`src/rtl/wvfm_loader.sv`:
```
// rtl/wvfm_loader.sv - waveform LUT loader: streams host bytes into LUT port A during vblank
module wvfm_loader #(
  parameter int ABITS = 12,
  parameter int DBITS = 8
) (
  input  logic             clk,
  input  logic             rst,
  input  logic             load_start,
  input  logic [ABITS-1:0] load_base,
  input  logic [ABITS:0]   load_len,
  input  logic             load_abort,
  input  logic             s_valid,
  input  logic [DBITS-1:0] s_data,
  output logic             s_ready,
  input  logic             vblank,
  output logic             lut_we,
  output logic [ABITS-1:0] lut_addr,
  output logic [DBITS-1:0] lut_din,
  output logic             busy,
  output logic             done,
  output logic             err,
  output logic [15:0]      csum
);

  typedef enum logic [1:0] {IDLE, WAIT_VB, WRITE, FINISH} state_t;

  state_t           state;
  logic [ABITS-1:0] addr;
  logic [ABITS:0]   remaining;
  logic             hs;

  // Ready drops combinationally with vblank so no byte is accepted while port A is shared.
  assign s_ready = (state == WRITE) && vblank && (remaining != '0);
  assign hs      = s_valid && s_ready;

  always_ff @(posedge clk or posedge rst) begin
    if (rst) begin
      state     <= IDLE;
      addr      <= '0;
      remaining <= '0;
      lut_we    <= 1'b0;
      lut_addr  <= '0;
      lut_din   <= '0;
      busy      <= 1'b0;
      done      <= 1'b0;
      err       <= 1'b0;
      csum      <= '0;
    end else begin
      lut_we <= 1'b0;
      done   <= 1'b0;

      // A byte accepted in an abort cycle is still written and summed.
      if (hs) begin
        lut_we    <= 1'b1;
        lut_addr  <= addr;
        lut_din   <= s_data;
        csum      <= csum + 16'(s_data);
        addr      <= addr + 1'b1;
        remaining <= remaining - 1'b1;
      end

      case (state)
        IDLE: begin
          if (load_start) begin
            addr      <= load_base;
            remaining <= load_len;
            csum      <= '0;
            err       <= 1'b0;
            busy      <= 1'b1;
            state     <= (load_len == '0) ? FINISH : WAIT_VB;
          end
        end
        WAIT_VB: begin
          if (load_abort) begin
            state <= IDLE;
            busy  <= 1'b0;
            err   <= 1'b1;
            done  <= 1'b1;
          end else if (vblank) begin
            state <= WRITE;
          end
        end
        WRITE: begin
          if (load_abort) begin
            state <= IDLE;
            busy  <= 1'b0;
            err   <= 1'b1;
            done  <= 1'b1;
          end else if (hs && (remaining == (ABITS+1)'(1))) begin
            state <= FINISH;
          end else if (!vblank) begin
            state <= WAIT_VB;
          end
        end
        FINISH: begin
          done  <= 1'b1;
          busy  <= 1'b0;
          state <= IDLE;
        end
        default: state <= IDLE;
      endcase
    end
  end

endmodule

```
`config.mk`:
```
export PLATFORM = sky130hd
export DESIGN_NAME = wvfm_loader
export DESIGN_NICKNAME = d
export VERILOG_FILES = /design/src/rtl/wvfm_loader.sv
export SDC_FILE = /design/constraint.sdc
export NUM_CORES = 1
export LEC_CHECK = 0
export ABC_AREA = 1
export BUFFER_PORTS_ARGS = -buffer_cell sky130_fd_sc_hd__buf_4
export CAP_MARGIN = 20
export CORE_ASPECT_RATIO = 1.1
export CORE_MARGIN = 3
export CORE_UTILIZATION = 50
export CTS_BUF_LIST = sky130_fd_sc_hd__clkbuf_4 sky130_fd_sc_hd__clkbuf_8 sky130_fd_sc_hd__clkbuf_16
export DETAILED_ROUTE_END_ITERATION = 8
export MAX_ROUTING_LAYER = met4
export PLACE_DENSITY = 0.89
export SYNTH_ARGS = -nofsm -noshare
export SYNTH_HDL_FRONTEND = slang
export SYNTH_SLANG_ARGS = --single-unit
```
`constraint.sdc`:
```
create_clock -name clk -period 2.09 [get_ports clk]
set_clock_uncertainty 0.1 [all_clocks]
set_input_delay 0.3135 -clock clk [delete_from_list [all_inputs] [get_ports clk]]
set_output_delay 0.3135 -clock clk [all_outputs]
set_load 0.02 [all_outputs]
```
### Yosys cells after proc, flatten, opt, wreduce, memory -nomap -nowiden

Index checks and enable logic that the tools add are counted.

* output and inout bits: 41
* bits in registers: 67
* input port bits: 39

* add/subtract/negate cells: 3
* mux-type cells: 26
* equality and inequality tests: 8
* reductions and logical operators: 12

Operator list (count)
* $mux W16: 3
* $mux W13: 3
* $mux W12: 3
* $add A16 B8 Y16: 1
* $mux W2: 7
* $eq A13 B1 Y1 const B: 1
* $logic_not A13 Y1: 1
* $reduce_bool A13 Y1: 1
* $sub A13 B1 Y13 const B: 1
* $add A12 B1 Y12 const B: 1
* $pmux W2 S4: 1
* $mux W1: 6
* $reduce_and A3 Y1: 2
* $eq A2 B2 Y1 const B: 2
* $logic_and A1 B1 Y1: 4
* $ne A4 B3 Y1 const B: 1
* $pmux W1 S2: 2
* $ne A3 B3 Y1 const B: 1
* $pmux W1 S3: 1
* $eq A2 B1 Y1 const B: 1
* $logic_not A2 Y1: 1
* $ne A2 B1 Y1 const B: 1
* $ne A2 B2 Y1 const B: 1
* $reduce_and A2 Y1: 1
* other kinds (2): 2

### Longest topological paths before layout

Gate-level depths: netlist (run 1).

* word-level depth: 8
* gate-level depth with buffers: 14

### Least setup slack after synthesis (run 1)

Ideal clock, no wire load.

* kind: reg-to-reg
* start point: reg csum[0]
* end point: reg csum[8]
* library setup time: 126 ps
* path buffers: 0
* clock period less this slack: 1918 ps
* data required time: 1864 ps
* data arrival time: 1692 ps
* path slack: 172 ps
* cell stages (with the launch flop): 9
* cell sequence: dfrtp_1 ha_1 fa_1 nand3_1 nand3_1 a21oi_1 nor2_1 o21ai_0 nor2_1

* longest elaborated chain between the ends: 4

Ends and longest elaborated chain
* from (decl): line 22 `output logic [15:0] csum`
* from (signal assigned): line 57 `csum <= csum + 16'(s_data);`
* $add A16 B8 Y16 *: line 57
* $mux W16 *: line 53 `if (hs) begin`
* $mux W16: line 64 `if (load_start) begin`
* $mux W16 *: line 62 `case (state)`

Every way passes the cells marked *; elsewhere a longest branch is shown, timed or not.
A chain may end at the register's enable or synchronous reset.

### Final worst setup path (run 1)

* start point: reg remaining[2]
* end point: out s_ready

* longest elaborated chain between the ends: 2

Ends and longest elaborated chain
* from (decl): line 29 `logic [ABITS:0] remaining;`
* from (signal assigned): line 59 `remaining <= remaining - 1'b1;`
* from (signal assigned): line 66 `remaining <= load_len;`
* $reduce_bool A13 Y1: line 33 `assign s_ready = (state == WRITE) && vblank && (remaining != '0);`
* $logic_and A1 B1 Y1: line 33
* to (decl): line 14 `output logic s_ready,`

No other way between the ends.

==> results.md, run 1 <==
* Final HPWL DP at 6929 um
* Largest area contributor in the netlist: dfrtp_1
* Vias at 3771
* Simple-Gate Fraction of Synth Area at 0.2557
* Initial Utilization at 0.5190
* Routability cong. at 0.8966
* Sw Ratio at 0.4130
* Critical Path RT at 1.68 ns
* N_diodes at 0
* Site row count at 33
* Xor and xnor fraction of the mapped netlist area at 0.05390
* Main area contributors after synthesis: dfrtp_1, nand2_1, o21ai_0
* Slew @ Worst Pin at 0.4228 ns
* Worst skew pair latency at 0.34 ns
* Initial drt markers at 204
* Hold path start: load_base[1]
* Area after DPL at 0.004629 sq mm
* Final worst setup slack at 0.07597 ns
* Setup slack at placement at 0.03678 ns
* Crit path launch: remaining[2]$_DFF_PP0_
* Rel. slew slack at 0.7155
* Clk network pwr share at 0.200
* Synthesized netlist cell count at 511
* Setup violators final at 0
* LEAKAGE at 2.530 nW
* Crit Path Max Fanout at 5
* Initial antenna violation count at 0
* Die width at 90.21 um
* DR WL/cell at 14.37 um
* Compound-cell area share of the yosys netlist at 0.1193
* Vias/cell at 5.326
* Clk sinks at 67
* Overflow after GRT at 0
* Top-level I/O count at 80
* Synth Area per Inst at 7.632 sq um
* Largest family of logic cells by synthesized area: simple AND/OR/NAND/NOR gates
* Worst setup EP type: output port
* Period utilisation layout at 0.9636
* Reg2reg start: remaining[2]$_DFF_PP0_
* Max-slew violation count at 0
* First-pass GRT wire length at 16210 um
* Die H at 98.63 um
* Tot Pwr at 6.477 mW
* Root Buffer Master: clkbuf_8
* Count of final hold-check violations at 0
* Pwr Density at 1297 mW/mm^2
* Fin area at 0.004994 sq mm
* Top_reg_cell synth: dfrtp_1
* CP Launch Type: flop
* Post-DRT Antenna Nets at 0
* Post-synthesis adder-cell area fraction at 0.05326
* Run status: complete, no violations
* Syn_nets at 566
* Crit path kind: reg2out
* CTS tree: built
* Internal power at 3.802 mW
* Layout Area Growth over Synthesis at 28.04%
* VDD IR max at 0.7314 mV
* Clk buf depth at 2
* Seq pwr share at 0.342
* Clk slew on worst S/H paths at 0.07 ns
* H-tree depth at 3
* Hold Crit Class: in2reg
* P_sw at 2.675 mW
* Layout cells sized above 1 at 0.2206
* Pre-antenna DRT Iters at 5
* Worst stage delay on the critical path at 0.47 ns
* Fin crit period at 2.014 ns
* # Max-Cap Violations at 0
* PortBufs at 79
* Nets@finish at 654
* CP cell instances: nor2_4 > nand2_2 > nor2_4 > nand2_2 > nand2_1 > inv_1 > buf_4
* Max Clock Freq at 0.4965 GHz
* Synthesized cell area at 0.003900 sq mm
* Number of remaining DRC errors at 0
* Critical-path top delay cell: dfrtp_2
* Logic pwr share at 0.458
* Synth cell types at 33
* Share of the synthesized area in the top cell type at 0.4299
* Seq/Total Area, Yosys at 0.4299
* Largest net degree at the start of global routing at 68
* Synth Warn # at 0
* WL final at 10170 um
* Yosys reg bits at 67
* TritonCTS buffer count at 9
* Die ar. at 0.008897 sq mm
* Overall Global Routing Usage at 0.2308
* Core box area at 0.007515 sq mm
* Mux cell area share after synthesis at 0.002567
* Number of synthesized flops with an enable pin at 0
* Vias in the first global route at 3589
* Arr. time, crit path at 1.60 ns
* Async set or reset register ratio after synthesis at 1.000
-- critical path: cells and delay by family (launching register included) --
family                 cells  cell delay, ns
AND/OR/NAND/NOR            5            0.60
buffers and inverters      2            0.18
flip-flops                 1            0.47
-- kinds of logic (layout without fill, tap and decap cells) --
kind of cell / Yosys count / count (layout)
buffers and inverters: 82 / 174
adders and majority gates: 16 / 16
muxes: 1 / 1
xor gates and xnor gates: 24 / 24
and+or+nand+nor: 238 / 238
DFF: 67 / 67
AOI/OAI and AO/OA: 83 / 83
-- area by class of cell --
class | instances | area, sq um
tap | 105 | 131.4
timing repair buffer | 94 | 768.2
inverter | 65 | 247.7
sequential | 67 | 1679
clock inverter | 5 | 102.6
clock buffer | 10 | 131.4
multi-input combinational | 362 | 1933
fill | 613 | 2521
-- layout by cell type (no fill, tap or decap), types with 3 or more instances in the layout --
cell type,instances
nand2_1,138
buf_4,88
dfrtp_1,65
inv_1,60
nor2_1,48
o21ai_0,45
nand3_1,23
a21oi_1,17
xor2_1,15
ha_1,13
nor3_1,9
xnor2_1,9
o211ai_1,9
clkbuf_8,9
nor4_1,4
or2_2,4
nand2_2,3
inv_2,3
nand4_1,3
o21ai_1,3
bufinv_16,3
buf_12,3
-- synth_stat cells, types with 2 or more instances --
cell,n
nand2_1,139
dfrtp_1,67
inv_1,62
nor2_1,50
o21ai_0,47
nand3_1,23
a21oi_1,18
ha_1,15
xor2_1,15
nor3_1,9
o211ai_1,9
xnor2_1,9
buf_2,8
clkbuf_1,6
nor4_1,4
or2_2,4
nand4_1,3
a31oi_1,2
buf_6,2
inv_2,2
nand2_2,2
nor2_4,2
o211ai_2,2
o21ai_1,2
-- timing repair --
item	CTS	global route
endpoints found under the setup margin	1	43
buffers inserted	0	6
gates cloned	1	0
resized for setup	0	14
pin swaps	0	3
hold buffers	1	0
hold endpoints to repair	67	0
-- flip-flops by register name (all words and copies together), names as in the netlist --
name / cells
done: 1
lut_we: 1
state: 2
csum: 16
lut_addr: 12
lut_din: 8
remaining: 13
addr: 12
busy: 1
err: 1
-- stage by stage --
| stage | utilization | setup TNS, ns | hold slack, ns | std cells |
|---|---|---|---|---|
| 2_1_floorplan | - | 0 | 0.3231 | 511 |
| 3_3_place_gp | 0.6161 | 0 | 0.3383 | 685 |
| 3_5_place_dp | 0.6161 | 0 | 0.3416 | 685 |
| 4_1_cts | 0.6528 | 0 | 0.07550 | 702 |
| 5_1_grt | 0.6645 | -0.1056 | 0.08405 | 708 |
| 6_report | 0.6645 | 0 | 0.08297 | 708 |
-- metal layers --
metal | track usage | up-vias | part of all wire
li1 | - | 1810 | -
met1 | 0.2551 | 1754 | 0.38
met2 | 0.4052 | 174 | 0.53
met3 | 0.03893 | 33 | 0.066
met4 | 0.1119 | 0 | 0.029
met5 | - | - | 0
-- final timing paths --
path / endpoint / slack [ns] / depth (start not counted)
setup / recovery: s_ready / 0.08 / 7
hold / removal: addr[1]$_DFF_PP0_ / 0.08 / 3
setup reg to reg: csum[2]$_DFF_PP0_ / 0.09 / 9
hold reg to reg: lut_din[4]$_DFFE_PP0N_ / 0.39 / 2
max in group asynchronous: remaining[2]$_DFF_PP0_ / 1.06 / 4
min in group asynchronous: lut_addr[5]$_DFFE_PP0N_ / 0.53 / 4
-- power by group through the flow --
stage	Clock, mW	Sequential, mW	Combinational [mW]
floorplan	0	2.41	1.65
global placement	0	2.19	2.68
detailed placement	0	2.21	2.79
CTS	1.30	2.20	2.83
global route	1.36	2.27	3.30
finish	1.29	2.21	2.97
Power figures use the tool's default switching activity.
==> inputs of run 2 (changes only) <==
==> config.mk (replaced) <==
export PLATFORM = sky130hd
export DESIGN_NAME = wvfm_loader
export DESIGN_NICKNAME = d
export VERILOG_FILES = /design/src/rtl/wvfm_loader.sv
export SDC_FILE = /design/constraint.sdc
export NUM_CORES = 1
export LEC_CHECK = 0
export ABC_AREA = 1
export CAP_MARGIN = 20
export CORE_ASPECT_RATIO = 1.1
export CORE_MARGIN = 3
export CORE_UTILIZATION = 53
export CTS_BUF_LIST = sky130_fd_sc_hd__clkbuf_4 sky130_fd_sc_hd__clkbuf_8 sky130_fd_sc_hd__clkbuf_16
export DETAILED_ROUTE_END_ITERATION = 8
export DONT_BUFFER_PORTS = 1
export MAX_ROUTING_LAYER = met4
export PLACE_DENSITY = 0.83
export SYNTH_ARGS = -nofsm -noshare
export SYNTH_HDL_FRONTEND = slang
export SYNTH_SLANG_ARGS = --single-unit
==> run 2 against run 1 <==
Against the previous run:
- hold slack worse by 0.077 ns
- cell count down 11%
- critical path depth up 7
- maximum frequency down 0.14%
- critical path type is now reg2reg
- critical endpoint is now addr[6]$_DFF_PP0_
- largest power group is now sequential cells
==> results.md, run 2 (synthesis results as in run 1) <==
* Worst stage delay on the critical path at 0.42 ns
* Setup TNS Final at 0 ns
* Site row count at 32
* Worst hold path cell count at 2
* Setup violators final at 0
* Terminus of the critical flop-to-flop path: addr[6]$_DFF_PP0_
* Crit Path Max Fanout at 15
* Hold Crit Class: in2reg
* PortBufs at 0
* Max Clock Freq at 0.4958 GHz
* Worst setup EP type: flop
* Arr. time, crit path at 2.16 ns
* Root Buffer Master: clkbuf_8
* Setup slack, reg-to-reg at 0.07 ns
* Tot Pwr at 5.920 mW
* First-pass GRT wire length at 15390 um
* Critical-path top delay cell: dfrtp_1
* CTS tree: built
* Count of final hold-check violations at 0
* Critical Path RT at 2.23 ns
* WL final at 9938 um
* Largest net degree at the start of global routing at 68
* Reg2reg start: remaining[1]$_DFF_PP0_
* Pre-antenna DRT Iters at 5
* Pwr Density at 1284 mW/mm^2
* Final HPWL DP at 6617 um
* Hold path start: load_len[5]
* LEAKAGE at 2.241 nW
* Vias at 3529
* Die ar. at 0.008425 sq mm
* # Max-Cap Violations at 0
* Die width at 87.79 um
* Routability cong. at 0.9405
* VDD IR max at 0.7218 mV
* Crit path kind: reg2reg
* Commonest non-fill, non-tap cell in the layout: nand2_1
* CP Launch Type: flop
* Family with the most delay on the worst path: simple AND/OR/NAND/NOR gates
* Largest regs: csum: 16 flops, remaining: 13 flops
* CP cell instances: inv_1 > ha_2 > nand2_2 > nor2_4 > nand2_2 > nand3_4 > inv_4 > buf_12 > nand2_1 > nand2_1 > inv_1 > o21ai_1 > nand2_1 > inv_1
* Buf/Inv on CP at 5
* Worst r2r path cells at 14
* Number of remaining DRC errors at 0
* Nets@finish at 599
* Clk slew on worst S/H paths at 0.08 ns
* Top-level I/O count at 80
* Overflow after GRT at 0
* Crit path launch: remaining[1]$_DFF_PP0_
* H-tree depth at 3
* Layout fillers at 562
* Hold Path Sink: remaining[5]$_DFF_PP0_
* Highest-count cells in the layout ignoring fill and taps: nand2_1, dfrtp_1, inv_1
* N_diodes at 0
* Vias in the first global route at 3405
* Initial drt markers at 258
* Largest register FFs at 16
* Max-slew violation count at 0
* Post-DRT Antenna Nets at 0
* Layout Area Growth over Synthesis at 18.25%
* Core box area at 0.007087 sq mm
* RSZ-0062 raised after global routing: true
* Worst skew pair latency at 0.35 ns
* Clk buf depth at 2
* Run status: complete, no violations
* Clk sinks at 67
* Overall Global Routing Usage at 0.2394
* Layout cells sized above 1 at 0.1095
* Final hold slack at 0.006145 ns
* DR WL/cell at 15.70 um
* Reg with most FFs: csum
* Slew @ Worst Pin at 0.4663 ns
* Period utilisation layout at 0.9650
* Initial Utilization at 0.5503
* Vias/cell at 5.575
* Initial antenna violation count at 0
* Die H at 95.97 um
* TritonCTS buffer count at 9
* Rel. slew slack at 0.6867
* Fin crit period at 2.017 ns
[run 2: cell types whose count changed in the layout (fill, tap and decap cells not counted), moves of 2 or more]
cell / delta
clkbuf_16: +3
dlygate4sd3_1: +15
dfrtp_2: -2
clkbuf_8: +2
bufinv_16: -2
dfrtp_1: +2
buf_4: -73
[run 2: worst register-to-register path: stages (launching register included)]
cell	delay, ns
dfrtp_1	0.42
inv_1	0.11
ha_2	0.20
nand2_2	0.08
nor2_4	0.14
nand2_2	0.08
nand3_4	0.17
inv_4	0.09
buf_12	0.16
nand2_1	0.09
nand2_1	0.07
inv_1	0.06
o21ai_1	0.06
nand2_1	0.06
inv_1	0.03
[run 2: metrics by stage]
step | cell area, sq um | worst slack [ns] | utilization | std cells
floorplan | 3904 | 0.1719 | - | 511
global placement | 4084 | 0.1523 | 0.5763 | 594
detailed placement | 4084 | 0.03461 | 0.5763 | 594
CTS | 4446 | 0.02388 | 0.6273 | 625
global route | 4612 | -0.06610 | 0.6508 | 633
finish | 4612 | 0.07312 | 0.6508 | 633
[run 2: metal layers]
metal | wire [um] | vias up | GRT usage | part of all wire
met5 | 0 | - | - | 0
met4 | 374 | 0 | 0.1036 | 0.038
met3 | 810 | 39 | 0.06079 | 0.082
met2 | 4855 | 154 | 0.3926 | 0.49
met1 | 3897 | 1637 | 0.2780 | 0.39
li1 | - | 1699 | - | -
[run 2: report_power, final]
part	switching [mW]	leakage [nW]	internal (mW)
logic	1.41	1.30	0.939
registers	0.682	0.840	1.79
clock network	0.496	0.0974	0.607
[run 2: worst max path at each step]
stage | to | slack [ns] | cells after the start
global placement | csum[8]$_DFF_PP0_ | 0.15 | 8
detailed placement | csum[12]$_DFF_PP0_ | 0.03 | 11
CTS | csum[12]$_DFF_PP0_ | 0.02 | 11
finish | addr[6]$_DFF_PP0_ | 0.07 | 14
floorplan | csum[8]$_DFF_PP0_ | 0.17 | 8
global route | addr[6]$_DFF_PP0_ | -0.07 | 14
[run 2: cell type report]
type                            instances  area (sq um)  area share
Inverter                               65         250.2     0.05426
Sequential cell                        67          1677      0.3635
Clock buffer                           11         151.4     0.03283
Tap cell                               85         106.4     0.02306
Timing Repair Buffer                   39         442.9     0.09604
Multi-Input combinational cell        362          1934      0.4194
Clock inverter                          4         50.05     0.01085
[run 2: repair_timing]
item / in CTS / in global routing
setup buffers: 0 / 5
hold buffers: 16 / 0
endpoints found under the setup margin: 0 / 23
gates resized for setup: 0 / 15
hold endpoints to repair: 82 / 0
